==> config.mk <==
export PLATFORM = sky130hd
export DESIGN_NAME = led_seq_ctrl
export DESIGN_NICKNAME = d
export VERILOG_FILES = /design/src/rtl/led_seq_ctrl.sv
export SDC_FILE = /design/constraint.sdc
export NUM_CORES = 1
export LEC_CHECK = 0
export CORE_MARGIN = 8
export CORE_UTILIZATION = 45
export CTS_BUF_LIST = sky130_fd_sc_hd__clkbuf_8
export DETAILED_ROUTE_END_ITERATION = 6
export GPL_TIMING_DRIVEN = 0
export PLACE_DENSITY = 0.73
export SYNTH_ARGS = -nofsm -noshare
export SYNTH_HDL_FRONTEND = slang
export SYNTH_SLANG_ARGS = --single-unit
==> constraint.sdc <==
create_clock -name clk -period 6.3 [get_ports clk]
set_clock_uncertainty 0.05 [all_clocks]
set_input_delay 1.26 -clock clk [delete_from_list [all_inputs] [get_ports clk]]
set_output_delay 1.26 -clock clk [all_outputs]
set_load 0.02 [all_outputs]
==> src/rtl/led_seq_ctrl.sv <==
// LED pattern sequencer: switch sync/debounce, op decode, step prescaler and pause/run FSM.
// Define LED_SEQ_DEBOUNCE_EN to debounce the switch vector; otherwise sw_acc follows sw_sync.
//
//   state | meaning
//   INIT  | one cycle after reset, clears the pattern via load
//   RUN   | prescaler running, issues step/load on each tick
//   PAUSE | prescaler frozen, no strobes

module led_seq_ctrl #(
    parameter int LED_SIZE   = 8,
    parameter int SW_SIZE    = 8,
    parameter int TICK_DIV   = 100000000,
    parameter int DEB_CYCLES = 1000000,
    parameter int SEED       = 1
) (
    input  logic                clk,
    input  logic                rst_n,
    input  logic [SW_SIZE-1:0]  sw,
    input  logic                pause,
    input  logic [LED_SIZE-1:0] led_cur,
    output logic                step,
    output logic [2:0]          op,
    output logic                load,
    output logic [LED_SIZE-1:0] load_val,
    output logic [1:0]          state
);

    localparam int DIV_W = $clog2(TICK_DIV);
    localparam logic [DIV_W-1:0] DIV_MAX = DIV_W'(TICK_DIV - 1);
    localparam logic [LED_SIZE-1:0] SEED_V = LED_SIZE'(SEED);

    localparam logic [2:0] OP_HOLD = 3'd0;
    localparam logic [2:0] OP_SHL  = 3'd1;
    localparam logic [2:0] OP_SHR  = 3'd2;
    localparam logic [2:0] OP_INV  = 3'd3;
    localparam logic [2:0] OP_INC  = 3'd4;

    typedef enum logic [1:0] {
        S_INIT  = 2'd0,
        S_RUN   = 2'd1,
        S_PAUSE = 2'd2
    } state_t;

    state_t             st;
    logic [DIV_W-1:0]   div_cnt;
    logic [SW_SIZE-1:0] sw_meta, sw_sync, sw_acc;
    logic               pause_meta, pause_sync;
    logic [2:0]         op_dec;

    always_ff @(posedge clk or negedge rst_n) begin
        if (!rst_n) begin
            sw_meta    <= '0;
            sw_sync    <= '0;
            pause_meta <= 1'b0;
            pause_sync <= 1'b0;
        end else begin
            sw_meta    <= sw;
            sw_sync    <= sw_meta;
            pause_meta <= pause;
            pause_sync <= pause_meta;
        end
    end

`ifdef LED_SEQ_DEBOUNCE_EN
    localparam int DEB_W = (DEB_CYCLES > 1) ? $clog2(DEB_CYCLES) : 1;
    localparam logic [DEB_W-1:0] DEB_MAX = DEB_W'(DEB_CYCLES - 1);

    logic [SW_SIZE-1:0] sw_prev;
    logic [DEB_W-1:0]   deb_cnt;

    // Counter saturates at DEB_MAX; while saturated the stable value keeps being accepted.
    always_ff @(posedge clk or negedge rst_n) begin
        if (!rst_n) begin
            sw_prev <= '0;
            deb_cnt <= '0;
            sw_acc  <= '0;
        end else begin
            sw_prev <= sw_sync;
            if (sw_sync != sw_prev) begin
                deb_cnt <= '0;
            end else if (deb_cnt == DEB_MAX) begin
                sw_acc <= sw_sync;
            end else begin
                deb_cnt <= deb_cnt + DEB_W'(1);
            end
        end
    end
`else
    assign sw_acc = sw_sync;
`endif

    always_comb begin
        op_dec = OP_INC;
        if (sw_acc == SW_SIZE'(1))
            op_dec = OP_HOLD;
        else if (sw_acc == SW_SIZE'(2))
            op_dec = OP_SHL;
        else if (sw_acc == SW_SIZE'(4))
            op_dec = OP_SHR;
        else if (sw_acc == SW_SIZE'(8))
            op_dec = OP_INV;
    end

    always_ff @(posedge clk or negedge rst_n) begin
        if (!rst_n) begin
            st       <= S_INIT;
            div_cnt  <= '0;
            step     <= 1'b0;
            op       <= OP_HOLD;
            load     <= 1'b0;
            load_val <= '0;
        end else begin
            step <= 1'b0;
            load <= 1'b0;
            case (st)
                S_INIT: begin
                    load     <= 1'b1;
                    load_val <= '0;
                    st       <= S_RUN;
                end
                S_RUN: begin
                    // Pause takes priority over a coincident tick; the count is kept.
                    if (pause_sync) begin
                        st <= S_PAUSE;
                    end else if (div_cnt == DIV_MAX) begin
                        div_cnt <= '0;
                        if ((op_dec == OP_SHL || op_dec == OP_SHR) && led_cur == '0) begin
                            load     <= 1'b1;
                            load_val <= SEED_V;
                        end else begin
                            step <= 1'b1;
                            op   <= op_dec;
                        end
                    end else begin
                        div_cnt <= div_cnt + DIV_W'(1);
                    end
                end
                S_PAUSE: begin
                    if (!pause_sync)
                        st <= S_RUN;
                end
                default: st <= S_INIT;
            endcase
        end
    end

    assign state = st;

endmodule
==> run summary <==
status = completed
Mean Syn Cell Area = 11.2 um2
biggest fanout along the worst timing path = 4
FMAX = 356 MHz
pin count of the biggest net entering global routing = 34
FF+latch count, synth = 53
DP Worst Slack = 3140 ps
Final Cycle Share = 44.6%
commonest cells after routing, fill and taps aside = dfrtp_1, clkdlybuf4s50_1, nor2_1, nand2_1, xor2_1
unique cell type count in the Yosys netlist = 46
HP Class = flop to flop
synthesized cell area = 0.00247 mm2
grt ovf = 0
Worst Max-Slew Pin Slew = 675 ps
PD cells = 251 mW/mm2
IR drop worst, VDD = 0.275 mV
Nets = 280
I/O pin total = 34
worst skew pair latency = 310 ps
Die Area = 0.00811 mm2
CTS resizes = 0
initial core utilization = 45.7%
critical path required time = 6450 ps
setup slack after layout = 3490 ps
final hold violation count = 0
global-route wire length before repair = 8.39 mm
depth of the worst register-to-register path = 6
Rel. slew slack = 54.7%
DR WL/cell = 14.3 um
via count = 1749
ANT cells = 0
total CTS buffers = 5
clock buffer depth = 2
post-synthesis async set-or-reset flop share = 100%
Die X = 90.1 um
crit path DAT = 2950 ps
Setup-failing EPs final = 0
total global-route track usage = 12.2%
drt total wl = 4.75 mm
die height = 90.1 um
Min Clock Period, post-route = 2810 ps
Core Rows = 27
Total Neg Setup Slack = 0 ps
ys flop type = dfrtp_1
Clock H-tree levels = 2
clock tree from TritonCTS = done
Mapped Cells = 220
GPL Wtd Cong = 0.786
WS Path Type = primary input to flop
Worst Setup End Kind = flop
setup repair bufs after CTS = 0
Setup crit start kind = primary input
DRC violation count after routing = 0
Static Leak = 0.00137 uW
vias in the first global route = 1778
Synth Warn # = 0
ratio of cells with drive above 1 in the final layout = 13.8%
DRT Pass-1 Iters = 5
max-slew violations = 0
RSZ-0062 raised after global routing = no
CTS sink count = 53
Layout area overhead = 19.7%
Clk pin slew, worst setup/hold paths = 100 ps
worst hold path cell count = 0
Post-synth EDFFs = 0
commonest non-fill, non-tap cell in the layout = dfrtp_1
initial antenna violation count = 0
Root Driver = clkbuf_8
vias per cell = 5.25
core region area = 0.00541 mm2
DRT iter0 DRCs = 116
max-cap violations = 0
hold buffers post-CTS = 0
total power draw = 742 uW
final antenna-violating net count = 0
DP HPWL = 3.49 mm
share of the yosys chip area belonging to registers = 53.7%
# port buffers = 26
metrics by stage:
stage	instance area, um2	hold slack [ps]	instances	utilization, %
after detailed placement	2860	286	325	52.8
after global placement	2840	282	324	52.6
after global routing	2950	320	333	54.7
after CTS	2950	309	333	54.7
final	2950	307	333	54.7
after floorplan	2490	281	226	-
cells in the mapped netlist (3+ instances only):
cell	number	area [um2]
mux2_1	3	33.8
nor2_1	23	86.3
buf_4	7	52.6
a21o_1	5	37.5
nor3b_1	4	30.0
and4_1	6	52.6
xor2_1	11	96.3
xnor2_1	8	70.1
o21ai_0	9	45.0
nor4_4	3	63.8
dfrtp_1	53	1330
nand4_1	7	43.8
nand3_1	9	45.0
mux2i_1	3	30.0
nor3_1	9	45.0
and3_1	5	31.3
and2_1	3	18.8
nand2_1	19	71.3
metal layers:
layer  vias up  share of wire, %  wire [um]  GRT usage (%)
li1        849                 -          -              -
met1       866                47       2240           15.8
met2        32                48       2280           19.3
met3         2               4.0        192           3.41
met4         0              0.86         41           4.02
met5         -                 0          0              0
path summary, 6_finish.rpt:
| path | startpoint | endpoint | slack, ps |
|---|---|---|---|
| worst min register to register | sw_meta[2] | sw_acc[2] | 310 |
| worst max register to register | div_cnt[0] | op[1] | 3940 |
| min in group asynchronous | rst_n | div_cnt[18] | 850 |
| worst min-delay path | sw_meta[2] | sw_acc[2] | 310 |
| max in group asynchronous | rst_n | div_cnt[5] | 4810 |
| worst max-delay path | led_cur[1] | op[1] | 3490 |
power breakdown:
group	leakage, uW	switching [uW]	internal [uW]
clock	0.0000506	122	83.4
combinational	0.000633	66.0	67.4
sequential	0.000687	32.5	370
total	0.00137	221	521
worst max-delay path: stages:
cell             delay, ps
clkdlybuf4s50_1        390
nor4_1                 270
nand4_1                130
nor2_1                 290
and2b_2                290
mux2_1                 310
sequential cells by signal, indices dropped and copies added, names as in the netlist, 2 cells and up:
name	count
sw_meta	8
div_cnt	27
op	3
state	2
sw_acc	8
logic make-up after synthesis:
| group | count (synthesis) | synth area share [%] |
|---|---|---|
| AND/OR/NAND/NOR | 103 | 25.8 |
| flip-flops | 53 | 53.7 |
| AO/OA/AOI/OAI | 23 | 6.23 |
| XOR/XNOR | 19 | 6.74 |
| buffers and inverters | 12 | 3.29 |
| multiplexers | 8 | 3.50 |
| adder cells (fa/ha/maj) | 1 | 0.507 |
| other | 1 | 0.152 |
cell type report:
| cell class | instances | area, um2 |
|---|---|---|
| inverter | 1 | 3.75 |
| timing repair buffer | 27 | 275 |
| buffer | 11 | 77.6 |
| sequential | 53 | 1330 |
| multi-input combinational | 161 | 1080 |
| tap | 72 | 90.1 |
| clock buffer | 5 | 68.8 |
| clock inverter | 3 | 28.8 |
| fill | 483 | 2450 |
No activity file was read; power rests on OpenSTA's default activity.
